File: config.mk
export PLATFORM = sky130hd
export DESIGN_NAME = operand_fetch
export DESIGN_NICKNAME = d
export VERILOG_FILES = /design/src/rtl/operand_fetch.sv
export SDC_FILE = /design/constraint.sdc
export NUM_CORES = 1
export LEC_CHECK = 0
export CORE_MARGIN = 2
export CORE_UTILIZATION = 30
export CTS_CLUSTER_DIAMETER = 50
export DETAILED_ROUTE_END_ITERATION = 6
export DONT_BUFFER_PORTS = 1
export SLEW_MARGIN = 10
export SYNTH_ARGS = -nofsm -noshare
export SYNTH_HDL_FRONTEND = slang
export SYNTH_SLANG_ARGS = --single-unit
File: constraint.sdc
create_clock -name clk -period 5.4 [get_ports clk]
set_clock_uncertainty 0.05 [all_clocks]
set_input_delay 1.08 -clock clk [delete_from_list [all_inputs] [get_ports clk]]
set_output_delay 1.08 -clock clk [all_outputs]
set_load 0.05 [all_outputs]
File: src/rtl/operand_fetch.sv
`timescale 1ns/1ps
// operand_fetch
//   Decode/operand-fetch stage of a RISC-V style pipeline. It reads both source
//   operands from an asynchronous register file. It bypasses a same-cycle
//   writeback. It holds one instruction in a registered execute-side slot with
//   a valid/ready handshake on both sides. A load in the execute slot whose
//   destination is read by the incoming instruction stalls the fetch side for
//   one cycle. Each such stalled cycle is counted.
//
// Ports
//   clk, rst                 : clock, synchronous active-high reset
//   if_valid/if_ready        : fetch-side handshake
//   if_inst, if_pc           : fetch-side payload
//   rf_addr_a/b, rf_data_a/b : register file asynchronous read ports
//   wb_we, wb_addr, wb_data  : writeback port (same as register file write)
//   flush                    : kill from a taken branch or jump
//   ex_ready                 : downstream accept
//   ex_valid, ex_pc, ex_inst : registered execute payload
//   ex_rs1_val, ex_rs2_val   : resolved source operand values
//   ex_rd                    : destination register of the held instruction
//   stall_cycles             : saturating load-use stall counter
module operand_fetch #(
  parameter logic [31:0] NOP_INST = 32'h00000013
) (
  input  logic        clk,
  input  logic        rst,
  input  logic        if_valid,
  output logic        if_ready,
  input  logic [31:0] if_inst,
  input  logic [31:0] if_pc,
  output logic [4:0]  rf_addr_a,
  output logic [4:0]  rf_addr_b,
  input  logic [31:0] rf_data_a,
  input  logic [31:0] rf_data_b,
  input  logic        wb_we,
  input  logic [4:0]  wb_addr,
  input  logic [31:0] wb_data,
  input  logic        flush,
  input  logic        ex_ready,
  output logic        ex_valid,
  output logic [31:0] ex_pc,
  output logic [31:0] ex_inst,
  output logic [31:0] ex_rs1_val,
  output logic [31:0] ex_rs2_val,
  output logic [4:0]  ex_rd,
  output logic [31:0] stall_cycles
);

  localparam logic [6:0] OP_LOAD   = 7'b0000011;
  localparam logic [6:0] OP_LUI    = 7'b0110111;
  localparam logic [6:0] OP_AUIPC  = 7'b0010111;
  localparam logic [6:0] OP_JAL    = 7'b1101111;
  localparam logic [6:0] OP_REG    = 7'b0110011;
  localparam logic [6:0] OP_STORE  = 7'b0100011;
  localparam logic [6:0] OP_BRANCH = 7'b1100011;

  logic        ex_valid_q, ex_valid_d;
  logic [31:0] ex_pc_q,    ex_pc_d;
  logic [31:0] ex_inst_q,  ex_inst_d;
  logic [31:0] ex_rs1_q,   ex_rs1_d;
  logic [31:0] ex_rs2_q,   ex_rs2_d;
  logic [4:0]  ex_rd_q,    ex_rd_d;
  logic [31:0] stall_q,    stall_d;

  logic [6:0]  opcode;
  logic        uses_rs1, uses_rs2;
  logic        hazard, free, accept;
  logic        ready;

  // x0 always reads zero. Otherwise a writeback to the same register this
  // cycle is newer than the array contents. Because x0 is checked first, a
  // write with wb_addr 0 can never be bypassed.
  function automatic logic [31:0] resolve(input logic [4:0]  addr,
                                          input logic [31:0] rf_val,
                                          input logic        we,
                                          input logic [4:0]  waddr,
                                          input logic [31:0] wdata);
    logic [31:0] val;
    if (addr == 5'd0)
      val = 32'd0;
    else if (we && (waddr == addr))
      val = wdata;
    else
      val = rf_val;
    return val;
  endfunction

  assign rf_addr_a = if_inst[19:15];
  assign rf_addr_b = if_inst[24:20];

  assign opcode   = if_inst[6:0];
  assign uses_rs1 = !((opcode == OP_LUI) || (opcode == OP_AUIPC) || (opcode == OP_JAL));
  assign uses_rs2 = (opcode == OP_REG) || (opcode == OP_STORE) || (opcode == OP_BRANCH);

  // A load's data arrives on the writeback port only in the cycle after it
  // leaves the execute slot. A dependent instruction must therefore wait one
  // bubble. After that wait, the writeback bypass supplies the value.
  assign hazard = ex_valid_q && (ex_inst_q[6:0] == OP_LOAD) && (ex_rd_q != 5'd0) &&
                  ((uses_rs1 && (ex_rd_q == rf_addr_a)) ||
                   (uses_rs2 && (ex_rd_q == rf_addr_b)));

  assign free     = !ex_valid_q || ex_ready;
  assign ready    = free && !hazard && !flush && !rst;
  assign if_ready = ready;
  assign accept   = if_valid && ready;

  always_comb begin
    ex_valid_d = ex_valid_q;
    ex_pc_d    = ex_pc_q;
    ex_inst_d  = ex_inst_q;
    ex_rs1_d   = ex_rs1_q;
    ex_rs2_d   = ex_rs2_q;
    ex_rd_d    = ex_rd_q;
    stall_d    = stall_q;

    if (flush) begin
      // A kill always wins, even against a stalled downstream.
      ex_valid_d = 1'b0;
      ex_inst_d  = NOP_INST;
    end else if (accept) begin
      ex_valid_d = 1'b1;
      ex_pc_d    = if_pc;
      ex_inst_d  = if_inst;
      ex_rd_d    = if_inst[11:7];
      ex_rs1_d   = resolve(rf_addr_a, rf_data_a, wb_we, wb_addr, wb_data);
      ex_rs2_d   = resolve(rf_addr_b, rf_data_b, wb_we, wb_addr, wb_data);
    end else if (free) begin
      // Slot drained with nothing to take: insert a bubble. The remaining
      // payload is left as-is because it is meaningless while invalid.
      ex_valid_d = 1'b0;
      ex_inst_d  = NOP_INST;
    end

    if (if_valid && hazard && !flush && (stall_q != 32'hFFFF_FFFF))
      stall_d = stall_q + 32'd1;
  end

  always_ff @(posedge clk) begin
    if (rst) begin
      ex_valid_q <= 1'b0;
      ex_pc_q    <= 32'd0;
      ex_inst_q  <= NOP_INST;
      ex_rs1_q   <= 32'd0;
      ex_rs2_q   <= 32'd0;
      ex_rd_q    <= 5'd0;
      stall_q    <= 32'd0;
    end else begin
      ex_valid_q <= ex_valid_d;
      ex_pc_q    <= ex_pc_d;
      ex_inst_q  <= ex_inst_d;
      ex_rs1_q   <= ex_rs1_d;
      ex_rs2_q   <= ex_rs2_d;
      ex_rd_q    <= ex_rd_d;
      stall_q    <= stall_d;
    end
  end

  assign ex_valid     = ex_valid_q;
  assign ex_pc        = ex_pc_q;
  assign ex_inst      = ex_inst_q;
  assign ex_rs1_val   = ex_rs1_q;
  assign ex_rs2_val   = ex_rs2_q;
  assign ex_rd        = ex_rd_q;
  assign stall_cycles = stall_q;

endmodule
# Word-level counts from Yosys, hierarchy flattened
# Index checks and enable logic that the tools add are counted.
[totals] output_inout_bits=177 elab_cells=60 reg_bits=166 memories=0 inputBits=171 latch_bits=0 rom_bits=0 ram_bits=0
[op_classes] n_lt_le_gt_ge=0 n_eq_ne=12 bitwise_logic=1 n_shift=0 mux=8 reduce_logical=31 mul=0 addsub=1 div_mod_pow=0
[op_table] cell="two-way mux 32 bit" count=6
[op_table] cell="adder 32 x 1 -> 32 bit, second input constant" count=1
[op_table] cell="inequality test 32 bit, second input constant" count=1
[op_table] cell="equality test 7 x 6 -> 1 bit, second input constant" count=3
[op_table] cell="equality test 5 bit" count=4
[op_table] cell="equality test 7 bit, second input constant" count=2
[op_table] cell="logical AND 1 bit" count=14
[op_table] cell="logical NOT 5 bit" count=2
[op_table] cell="equality test 7 x 2 -> 1 bit, second input constant" count=1
[op_table] cell="equality test 7 x 5 -> 1 bit, second input constant" count=1
[op_table] cell="logical OR 1 bit" count=6
[op_table] cell="logical NOT 1 bit" count=5
[op_table] cell="nonzero test 5 bit" count=1
[op_table] cell="two-way mux 1 bit" count=2
[op_table] cell="AND reduction 2 bit" count=1
[op_table] cell="nonzero test 2 bit" count=1
[op_table] cell="OR reduction 2 bit" count=1
[op_table] cell="NOT 1 bit" count=1

# Logic depth before layout (Yosys ltp)
[depth] word_depth=13 depth_mapped=10 depth_no_buf=7

# Worst setup path after synthesis
# OpenSTA, ideal clock, no wires.
[synth_timing] path_kind="input to output" from="input if_inst[3]" to="output if_ready" n_path_buf=0 setup_slack_ns=1.826 required_ns=4.270 arrival_time_ns=2.444 stages=5 cell_sequence="or3b_2 -> a21oi_1 -> nor4_1 -> nor2_1 -> and2_1"
[synth_between] elab_chain_cells=11 elab_cells_between_ends=19 cone_classes="6 x eq/ne; 13 x reduce/logical"
[synth_lines] element="start: declaration" line_no="29" rtl="input logic [31:0] if_inst,"
[synth_lines] element="equality test 7 x 6 -> 1 bit or equality test 7 x 5 -> 1 bit (tied branches)" line_no="92" rtl="assign uses_rs1 = !((opcode == OP_LUI) || (opcode == OP_AUIPC) || (opcode == OP_JAL));"
[synth_lines] element="logical OR 1 bit (2 in a row)" line_no="92"
[synth_lines] element="logical NOT 1 bit" line_no="92"
[synth_lines] element="logical AND 1 bit" line_no="99" rtl="((uses_rs1 && (ex_rd_q == rf_addr_a)) ||"
[synth_lines] element="logical OR 1 bit *" line_no="99"
[synth_lines] element="logical AND 1 bit *" line_no="98" rtl="assign hazard = ex_valid_q && (ex_inst_q[6:0] == OP_LOAD) && (ex_rd_q != 5'd0) &&"
[synth_lines] element="logical NOT 1 bit *" line_no="103" rtl="assign ready = free && !hazard && !flush && !rst;"
[synth_lines] element="logical AND 1 bit * (3 in a row)" line_no="103"
[synth_lines] element="end: declaration" line_no="28" rtl="output logic if_ready,"
# Mark *: on every way between the ends. The rest lies on a longest branch, timed or not.

# Worst setup path in the final report
[layout_timing] from="register ex_rd_q[0] (netlist: ex_rd[0])" to="output if_ready"
[layout_between] elab_chain_cells=8 elab_cells_between_ends=12 cone_classes="2 x eq/ne; 10 x reduce/logical"
[layout_lines] element="start: declaration" line_no="62" rtl="logic [4:0] ex_rd_q, ex_rd_d;"
[layout_lines] element="start signal: assignment" line_no="153" rtl="ex_rd_q <= ex_rd_d;"
[layout_lines] element="equality test 5 bit (on tied branches)" line_no="99, 100"
[layout_lines] element="logical AND 1 bit (on tied branches)" line_no="99, 100"
[layout_lines] element="logical OR 1 bit" line_no="99"
[layout_lines] element="logical AND 1 bit *" line_no="98"
[layout_lines] element="logical NOT 1 bit *" line_no="103"
[layout_lines] element="logical AND 1 bit * (3 in a row)" line_no="103"
# Marks and branches as above.

==> results.md <==
- The register-to-register path setup slack is ~2.2 ns.
- For met2 alone, demand over resource in global routing was between 20 and 25%.
- The congestion estimate from routability-driven global placement came to around 0.8.
- TritonCTS built the clock tree.
- The highest ir drop seen on vdd is around 0.14 mV.
- The ratio of total power to cell area is 330.4 mW/mm^2.
- The depth of the most critical reg-to-reg path is 7.
- The aggregate global-route resource usage is 14.98%.
- The clock passes through at most 2 buffers.
- The first global-routing pass estimated 31040 um of wire.
- Summed over all cells, the static leakage comes to 2.689 nW.
- In the final routed layout, each cell accounts on average for between 15 and 20 um.
- The number of endpoints with negative hold slack in the final report came to 0.
- The worst-path maximum fanout is 5.
- The end point of the worst hold path is ex_rs2_val[22]$_SDFFE_PP0P_.
- The clock network burns between 40% and 50% of the power.
- The half-perimeter wire length after placement is around 15000 um.
- The number of clock buffers inserted by TritonCTS is 17.
- Of the total power, registers draw approximately 51%.
- The final routed DRC violation total is 0.
- Counting every net in the synthesized netlist gives 989.
- The synthesized design devotes to its leading area cell type 43.58% of total area.
- The met1 track demand over resource is a little under a fifth.
- Hold repair after CTS inserted 0 buffers.
- Clock tree synthesis found a total of 166 sinks.
- The die is roughly 160 um tall.
- The worst max-slew margin expressed relative to the limit is between 30% and 40%.
- The number of max-cap violations is 0.
- In this run the core area contains 58 standard-cell rows.
- Setup repair after global routing left no endpoint under its margin.
- The pin count of the biggest net entering global routing is about 150.
- By area the synthesized netlist is led by sky130_fd_sc_hd__dfxtp_1 (44%), sky130_fd_sc_hd__mux2_2 (10%), sky130_fd_sc_hd__nand3_1 (5.4%).
- For the worst-skew pair, the clock arrives at the later sink with an insertion delay of 0.42 ns.
- Clock-pin slew was measured on the worst setup and hold paths at around 0.07 ns.
- The critical setup path kind is flop to output port.
- The number of synthesized flops with an enable pin is 0.
- In the synthesized netlist the async set-or-reset flop fraction comes to 0%.
- The count of different cell masters after synthesis is 42.
- The startpoint class of the critical path is a flop.
- The die covers 0.02671 mm^2.
- The via count of the first global-routing pass is about 5500.
- The final count of pins violating max slew is 0.
- The run finished with clean final reports.
- Post-CTS timing repair inserted 0 buffers for setup.
- The post-cts resize count is 0.
- Sequential elements use between 40 and 50% of the synthesized area.
- The signed area change from the synthesized netlist to the final layout is 9.189%.
- The worst path arrival time is between 2 and 3 ns.
- The min-delay analysis places its worst path in the category flop to flop.
- The overall power consumption is around 2.8 mW.
- The combinational fraction of design power is under 10%.
- Counting instances in the post-synthesis netlist gives the leading cell types as sky130_fd_sc_hd__dfxtp_1 (166), sky130_fd_sc_hd__nand3_1 (83), sky130_fd_sc_hd__o21ai_0 (79).
- The number of levels the H-tree was split into is 4.
- The total wirelength of the detailed-routed design is between 20000 and 25000 um.
- The layer flagged by global routing as most heavily used is met2.
- After routing, the total negative slack on setup checks comes to 0 ns.
- For this configuration, the core starts out at a cell density of about 30%.
- The cell area that synthesis handed to floorplanning was 0.007625 mm^2.
- The number of port buffers is 0.
- The highest achievable clock rate is around 250 MHz.
- Before antenna repair, the detailed router went through 6 iterations.
- The worst register-to-register path begins at stall_cycles[14]$_SDFFE_PP0P_.
- The mean instance size in the synthesized netlist is between 9 and 10 um^2.
- For this run, the number of Yosys warnings is 0.
- The startpoint of the tightest hold check path is ex_rs2_val[22]$_SDFFE_PP0P_.
- The floorplan step defined a core boundary enclosing about 0.025 mm^2.
- The number of flip-flops and latches in the synthesized netlist is around 170.
- The critical register-to-register path endpoint is stall_cycles[1]$_SDFFE_PP0P_.
- The number of DRC violations after detailed-routing iteration 0 is ~370.
- The top cell type by total area after synthesis is sky130_fd_sc_hd__dfxtp_1.
- The endpoint kind of the worst setup timing path is an output port.
- The power dissipated by switching net loads is 783.9 uW.
- For this run the aggregate overflow at the end of global routing stands at 0.
- For the pin with the worst max-slew slack, the measured transition is a little over 1 ns.
- Dividing the detail-routed via count by the number of cells gives between 5 and 6.
- The buffer type at the clock tree root is sky130_fd_sc_hd__clkbuf_16.
- The worst hold path was traced through 2 stages.
- Net switching is 28.50% of the power.
- Counting every instance in the synthesized netlist gives 817.
- The net count of the finished layout is between 900 and 1000.
- The internal cell power is 1.967 mW.
- The leading cell type by number of instances after synthesis is sky130_fd_sc_hd__dfxtp_1.
- The number of antenna violations at the first check in global routing is 3.
- Of the cells placed in the final design, the portion with a size suffix greater than 1 is 14.54%.
- The count of endpoints failing setup in the final report is 0.
- The count of nets left with antenna violations once routing finished came out at 0.
- The final critical path takes up 74.53% of the cycle.
- Counting I/O delays and the setup requirement, the final critical path takes about 4.0 ns.
- The prevailing post-synth register cell is sky130_fd_sc_hd__dfxtp_1.
- The top-level port count is 348.
- Global routing used between 5 and 6% of the available met3 tracks.
- STA puts the critical path data required time at ~4.3 ns.
- The overall via count from detail_route is slightly below 6000.
- The width of the die is 163.4 um.
==> how the worst max path moves through the flow <==
| stage | from | slack, ns | cells after the start | endpoint |
|---|---|---|---|---|
| after global placement | if_inst[3] | 1.49 | 5 | if_ready |
| final | ex_rd[0]$_SDFFE_PP0P_ | 1.38 | 5 | if_ready |
| after floorplan | if_inst[3] | 1.83 | 5 | if_ready |
| after global routing | ex_rd[1]$_SDFFE_PP0P_ | 1.22 | 5 | if_ready |
| after detailed placement | if_inst[2] | 1.44 | 5 | if_ready |
| after CTS | ex_rd[0]$_SDFFE_PP0P_ | 1.30 | 5 | if_ready |
==> worst max-delay path, cell delays in order, from the launching register on <==
cell	delay, ns
sky130_fd_sc_hd__dfxtp_1	0.56
sky130_fd_sc_hd__or4_1	0.68
sky130_fd_sc_hd__o211ai_2	0.23
sky130_fd_sc_hd__nor4_1	0.14
sky130_fd_sc_hd__nor2_1	0.34
sky130_fd_sc_hd__and2_1	0.53
==> area by class of cell <==
type	count	area, um^2
Clock buffer	19	452.9
Fill cell	2641	16710
Timing Repair Buffer	6	57.56
Clock inverter	13	131.4
Multi-Input combinational cell	577	3929
Sequential cell	166	3323
Inverter	3	11.26
Antenna cell	3	7.507
Tap cell	330	412.9
==> power by group through the flow <==
stage	Sequential, mW	Combinational, mW	Clock, mW
floorplan	1.41	0.151	0
global placement	1.43	0.137	0
detailed placement	1.43	0.138	0
CTS	1.40	0.139	1.26
global route	1.40	0.151	1.32
finish	1.40	0.137	1.22
==> cell usage in the layout (no fill, tap or decap), types with 7 or more instances in the layout <==
cell | synthesis | routed
sky130_fd_sc_hd__a21oi_1 | 28 | 26
sky130_fd_sc_hd__nor4_1 | 10 | 10
sky130_fd_sc_hd__nand3_1 | 83 | 83
sky130_fd_sc_hd__nand2_1 | 14 | 14
sky130_fd_sc_hd__xnor2_1 | 12 | 12
sky130_fd_sc_hd__or4_1 | 8 | 8
sky130_fd_sc_hd__nand4_1 | 10 | 10
sky130_fd_sc_hd__dfxtp_1 | 166 | 166
sky130_fd_sc_hd__nand2b_1 | 65 | 65
sky130_fd_sc_hd__and3_1 | 7 | 7
sky130_fd_sc_hd__mux2_2 | 69 | 69
sky130_fd_sc_hd__a22o_1 | 29 | 29
sky130_fd_sc_hd__o21ai_0 | 79 | 79
sky130_fd_sc_hd__clkbuf_16 | 0 | 17
sky130_fd_sc_hd__xor2_1 | 10 | 10
sky130_fd_sc_hd__nor2_1 | 49 | 49
sky130_fd_sc_hd__mux2i_1 | 38 | 38
sky130_fd_sc_hd__or3_1 | 19 | 19
==> state kept, by name, indices dropped and copies added (netlist names) <==
| signal | flops |
|---|---|
| ex_inst | 32 |
| ex_pc | 32 |
| ex_rd | 5 |
| ex_rs1_val | 32 |
| ex_rs2_val | 32 |
| ex_valid | 1 |
| stall_cycles | 32 |
==> logic make-up after synthesis <==
group / Yosys count / share of synthesized area, %
mux: 107 / 15.18
simple gates: 294 / 21.09
buf+inv: 74 / 5.333
flops: 166 / 43.58
compound gates: 153 / 12.13
fa+ha+maj: 1 / 0.1641
xor+xnor: 22 / 2.527
==> metrics by stage <==
step	area, um^2	hold slack, ns	std cells	setup WS, ns	util (%)
3_5_place_dp	7734	0.6589	1082	1.437	30.89
6_report	8325	0.6719	1117	1.375	33.25
2_1_floorplan	7625	0.6377	817	1.826	-
3_3_place_gp	7734	0.6546	1082	1.491	30.89
5_1_grt	8325	0.6527	1117	1.217	33.25
4_1_cts	8318	0.6632	1114	1.301	33.22
==> routing by layer <==
metal,vias up,part of all wire (%)
met5,-,0
met4,0,1.5
met3,13,9.6
met2,262,47
met1,2725,42
li1,2826,-
Note: power is estimated with default switching activity, not from simulation.
